File: config.mk
export PLATFORM = sky130hd
export DESIGN_NAME = gtech_reduce_pipe
export DESIGN_NICKNAME = d
export VERILOG_FILES = /design/src/rtl/gtech_reduce_pipe.sv
export SDC_FILE = /design/constraint.sdc
export NUM_CORES = 1
export LEC_CHECK = 0
export CAP_MARGIN = 10
export CORE_MARGIN = 2
export CORE_UTILIZATION = 40
export CTS_CLUSTER_DIAMETER = 150
export CTS_CLUSTER_SIZE = 20
export DETAILED_ROUTE_END_ITERATION = 8
export GPL_TIMING_DRIVEN = 0
export PLACE_DENSITY_LB_ADDON = 0.2
export SETUP_SLACK_MARGIN = 0.05
export SLEW_MARGIN = 5
export SYNTH_ARGS = -nofsm -noshare
export SYNTH_HDL_FRONTEND = slang
export SYNTH_SLANG_ARGS = --single-unit
export TNS_END_PERCENT = 50
File: constraint.sdc
create_clock -name CLK -period 2.2 [get_ports CLK]
set_clock_uncertainty 0.15 [all_clocks]
set_input_delay 0.22 -clock CLK [delete_from_list [all_inputs] [get_ports CLK]]
set_output_delay 0.22 -clock CLK [all_outputs]
set_load 0.02 [all_outputs]
File: src/rtl/gtech_reduce_pipe.sv
// Pipelined WIDTH-bit reduction (AND/OR/XOR with optional final inversion).
// A balanced tree of 2-input gates, registered per level (PIPE=1) or once at the output (PIPE=0).
module gtech_reduce_pipe #(
    parameter int WIDTH = 8,
    parameter int PIPE  = 1
) (
    input  logic             CLK,
    input  logic             RST,
    input  logic             EN,
    input  logic             VI,
    input  logic [2:0]       OP,
    input  logic [WIDTH-1:0] A,
    output logic             VO,
    output logic             Z,
    output logic             ERR
);
    localparam int D  = (WIDTH > 1) ? $clog2(WIDTH) : 0;
    localparam int P  = 1 << D;
    localparam int NS = (PIPE != 0 && D > 1) ? D : 1;

    // The reserved encoding falls through to AND.
    function automatic logic combine(input logic [1:0] op, input logic x, input logic y);
        case (op)
            2'b01:   return x | y;
            2'b10:   return x ^ y;
            default: return x & y;
        endcase
    endfunction

    logic [P-1:0] a_pad;

    for (genvar gi = 0; gi < P; gi++) begin : g_pad
        if (gi < WIDTH) begin : g_bit
            assign a_pad[gi] = A[gi];
        end else begin : g_fill
            assign a_pad[gi] = ~((OP[1:0] == 2'b01) || (OP[1:0] == 2'b10));
        end
    end

    for (genvar gi = 1; gi <= NS; gi++) begin : g_stage
        localparam int WI = P >> (gi - 1);
        localparam int WO = (PIPE != 0 && (P >> gi) > 0) ? (P >> gi) : 1;

        logic               vld_in;
        logic               vld_q;
        logic [2:0]         op_in;
        logic [2:0]         op_q;
        logic [WI-1:0]      dat_in;
        logic [WO-1:0]      dat_d;
        logic [WO-1:0]      dat_q;
        logic [2*WI-2:WO-1] node;

        if (gi == 1) begin : g_src
            assign vld_in = VI;
            assign op_in  = OP;
            assign dat_in = a_pad;
        end else begin : g_chain
            assign vld_in = g_stage[gi-1].vld_q;
            assign op_in  = g_stage[gi-1].op_q;
            assign dat_in = g_stage[gi-1].dat_q;
        end

        // Heap-ordered partial tree: leaves at WI-1.., this stage's outputs at WO-1..
        always_comb begin
            node = '0;
            for (int k = 0; k < WI; k++) begin
                node[WI-1+k] = dat_in[k];
            end
            for (int k = WI - 2; k >= WO - 1; k--) begin
                node[k] = combine(op_in[1:0], node[2*k+1], node[2*k+2]);
            end
            dat_d = node[2*WO-2:WO-1];
        end

        always_ff @(posedge CLK) begin
            if (RST) begin
                vld_q <= 1'b0;
                op_q  <= 3'b000;
                dat_q <= '0;
            end else if (EN) begin
                vld_q <= vld_in;
                op_q  <= op_in;
                dat_q <= dat_d;
            end
        end
    end

    // Inversion and qualification happen once, after the last register.
    assign VO  = g_stage[NS].vld_q;
    assign Z   = g_stage[NS].vld_q & (g_stage[NS].dat_q[0] ^ g_stage[NS].op_q[2]);
    assign ERR = g_stage[NS].vld_q & (g_stage[NS].op_q[1:0] == 2'b11);
endmodule
* After elaboration in Yosys (flattened, before gate mapping)
Index checks and enable logic that the tools add are counted.
Word-level totals: register bits after elaboration 19, word-level logic and storage cells 47, bits of input ports 15
Cells by class: muxes and demuxes 7, eq/ne operators 7, bitwise operators 24
Operators by type and width (count):
- $pmux 1 s2 | 7
- $and 1x1->1 | 9
- $eq 2x2->1 const B | 4
- $xor 1x1->1 | 8
- $or 1x1->1 | 7
- $eq 2x1->1 const B | 3

* Longest topological paths before layout
word-level depth 2, mapped depth 5, gate-level depth less buffers 5

* Worst setup path before layout
Ideal clock, no wire load.
path kind reg-to-reg, start point register g_stage[1].op_q[0], end point register g_stage[2].dat_q[0], required time 1.927 ns, arrival time 1.094 ns, setup slack 0.833 ns, setup time 0.123 ns, cell stages (with the launch flop) 6, cell sequence dfxtp_1 -> inv_1 -> ha_1 -> nand2b_1 -> a221oi_1 -> nor3_1
On the way: word-level cells in the longest chain between the ends 2, elaborated cells on any way between the ends 3
RTL lines:
- start, declared | RTL line 47 | logic [2:0] op_q;
- start signal, assigned | RTL line 82 | op_q <= op_in;
- $eq 2x2->1 or $eq 2x1->1 (tied branches) | RTL line 23 | case (op)
- $pmux 1 s2 * | RTL line 23
- end signal, assigned | RTL line 83 | dat_q <= dat_d;
- end, declared | RTL line 50 | logic [WO-1:0] dat_q;
Every way passes the cells marked *; elsewhere a longest branch is shown, timed or not. A chain may end at the register's enable or synchronous reset.

* Worst setup path in the final report
start point register g_stage[3].op_q[2], end point output Z
On the way: word-level cells in the longest chain between the ends 2
RTL lines:
- start, declared | RTL line 47
- start signal, assigned | RTL line 82
- $xor 1x1->1 | RTL line 90 | assign Z = g_stage[NS].vld_q & (g_stage[NS].dat_q[0] ^ g_stage[NS].op_q[2]);
- $and 1x1->1 | RTL line 90
- end, declared | RTL line 14 | output logic Z,
Every way passes these cells.

==> impl_metrics.env <==
export IMPL_core_sq_mm=0.00276
export IMPL_final_cell_mix="inv_1, ha_1, dfxtp_1"
export IMPL_synth_area_leaders="dfxtp_1, ha_1, mux2i_1, inv_1, nor2_1"
export IMPL_hp_class="in2reg"
export IMPL_worst_slack_ps=290
export IMPL_busiest_layer="met2"
export IMPL_synth_compound_area_share_pct=10.0
export IMPL_syn_area_sq_mm=0.00117
export IMPL_avgSynthCellArea_sq_um=9.22
export IMPL_die_w_microns=58.1
export IMPL_status="finished with violations"
export IMPL_drv_cap=0
export IMPL_synthCells=127
export IMPL_use_met1_pct=14.2
export IMPL_postCtsSetupRepairBufs=0
export IMPL_initial_utilization_pct=42.5
export IMPL_groute_layer_met3_usage_pct=2.01
export IMPL_cts_tree="done"
export IMPL_clock_latency_ps=300
export IMPL_fp_dieH_microns=58.1
export IMPL_grt_start_max_net_pins=12
export IMPL_whs_ps=-1.65
export IMPL_synth_simple_area_share_pct=13.6
export IMPL_routedWlPerCell_microns=11.5
export IMPL_seq_area_frac_synth_pct=32.5
export IMPL_crit_type="reg2out"
export IMPL_ant_nets=0
export IMPL_max_freq_mhz=523
export IMPL_ys_ff_latch=19
export IMPL_cts_resized_gates=0
export IMPL_track_usage_pct=13.7
export IMPL_relSlewSlack_pct=71.8
export IMPL_htree_levels=1
export IMPL_n_antenna_cell=0
export IMPL_r2r_slack_ps=690
export IMPL_vdd_ir_drop_worst_mv=0.394
export IMPL_viasPerCell=5.01
export IMPL_rsz0062_at_grt="no"
export IMPL_synth_top_area_share_pct=32.5
export IMPL_area_growth_pct=18.5
export IMPL_cts_max_path_buffers=2
export IMPL_first_pass_iters=4
export IMPL_dp_slack_ps=394
export IMPL_ys_types=27
export IMPL_final_common_cell="inv_1"
export IMPL_die_area_sq_mm=0.00338
export IMPL_synth_nets=162
export IMPL_muxShareOfSynthArea_pct=10.3
export IMPL_cts_root_buf="clkbuf_4"
export IMPL_crit_arrival_ps=1540
export IMPL_hold_viol_final=1
export IMPL_antenna_found_initial=0
export IMPL_cts_made_buffers=3
export IMPL_tns_ps=0
export IMPL_synth_edf_count=0
export IMPL_critPathTopFamily="buffers and inverters"
export IMPL_worstMarginPinSlew_ps=424
export IMPL_cp_cell_sequence="xor2_1, and2_1, clkdlybuf4s50_1"
export IMPL_place_congestion=0.727
export IMPL_grt_pass1_vias=842
export IMPL_finalSetupViolCount=0
export IMPL_cts_hold_buffers=0
export IMPL_first_iter_violations=8
export IMPL_leakage_nw=0.672
export IMPL_drc=0
export IMPL_place_hpwl_microns=1620
export IMPL_end_kind="output pin"
export IMPL_grt_remaining_overflow=0
export IMPL_synth_xor_area_share_pct=0.748
export IMPL_portBuffers=15
export IMPL_slowest_stage="clkdlybuf4s50_1"
export IMPL_grt_pass1_wl_microns=3500
export IMPL_ys_flop_type="dfxtp_1"
export IMPL_num_nets_final=182
export IMPL_synthAdderAreaFrac_pct=21.4
export IMPL_worstPathMaxFanout=2
export IMPL_gr_usage_met2_pct=25.8
export IMPL_post_route_util_pct=50.3
export IMPL_wl_microns=2030
export IMPL_drive_above_1_share_pct=6.85
export IMPL_vias=886
export IMPL_ys_warn_count=0
export IMPL_crit_buf_inv=1
export IMPL_rows=19
export IMPL_violations="hold timing"
export IMPL_clock_sinks=19
export IMPL_finalCritPeriodShare_pct=86.8
export IMPL_powerDensity_mw_per_mm2=506
export IMPL_io_pins=18
export IMPL_period_needed_ps=1910
export IMPL_critPathMaxStageDelay_ps=590
export IMPL_start_kind="register"
export IMPL_slew_viol_final=0
export IMPL_clkTransAtPathRegs_ps=110
export IMPL_ys_async_sr_fraction_pct=0
export IMPL_yosysTopAreaCell="dfxtp_1"
export IMPL_required_ps=1830
export IMPL_synth_top_family_by_area="adder cells"
state kept, by name (all words and copies together), names as in the netlist:
name           count
g_stage.op_q       9
g_stage.dat_q      7
g_stage.vld_q      2
VO                 1
cell usage after synthesis (2+ instances only):
| cell type | n |
|---|---|
| nor3_1 | 3 |
| nand3b_1 | 3 |
| a221oi_1 | 3 |
| ha_1 | 20 |
| nand2_1 | 5 |
| buf_6 | 2 |
| mux2i_1 | 12 |
| o22ai_1 | 3 |
| inv_1 | 23 |
| dfxtp_1 | 19 |
| nor2_1 | 12 |
| a311oi_1 | 2 |
| nand2b_1 | 5 |
| o21ai_1 | 2 |
path summary, 6_finish.rpt:
| kind | start | to | depth (start not counted) |
|---|---|---|---|
| setup / recovery | g_stage[3].op_q[2] | Z | 3 |
| hold / removal | RST | g_stage[1].dat_q[3] | 2 |
| setup reg to reg | g_stage[1].op_q[0] | g_stage[2].dat_q[1] | 5 |
| hold reg to reg | g_stage[3].op_q[1] | g_stage[3].op_q[1] | 2 |
per-layer routing:
layer / part of all wire (%) / vias to the layer above
li1: - / 454
met1: 45 / 415
met2: 51 / 13
met3: 2.3 / 4
met4: 2.1 / 0
met5: 0 / -
where the power goes:
group	switching [mW]	total (mW)	leakage, nW	internal [mW]
Combinational	0.0670	0.142	0.499	0.0752
Clock	0.114	0.182	0.0177	0.0679
Sequential	0.0150	0.378	0.156	0.363
per-stage QoR:
step | instance area [sq um] | std cells | power, mW
floorplan | 1170 | 127 | 0.479
global placement | 1360 | 173 | 0.523
detailed placement | 1360 | 173 | 0.530
CTS | 1390 | 177 | 0.705
global route | 1390 | 177 | 0.735
finish | 1390 | 177 | 0.702
area by class of cell:
class	instances	area (sq um)
Multi-Input combinational cell	80	656
Clock buffer	3	22.5
Buffer	5	48.8
Clock inverter	1	5.00
Tap cell	31	38.8
Timing Repair Buffer	15	150
Inverter	23	86.3
Fill cell	256	1370
Sequential cell	19	380
logic make-up after synthesis:
logic type,count (synthesis)
flops,19
simple gates,32
compound gates,15
mux,12
xor+xnor,1
buf+inv,28
fa+ha+maj,20
(Power assumes the default switching activity.)
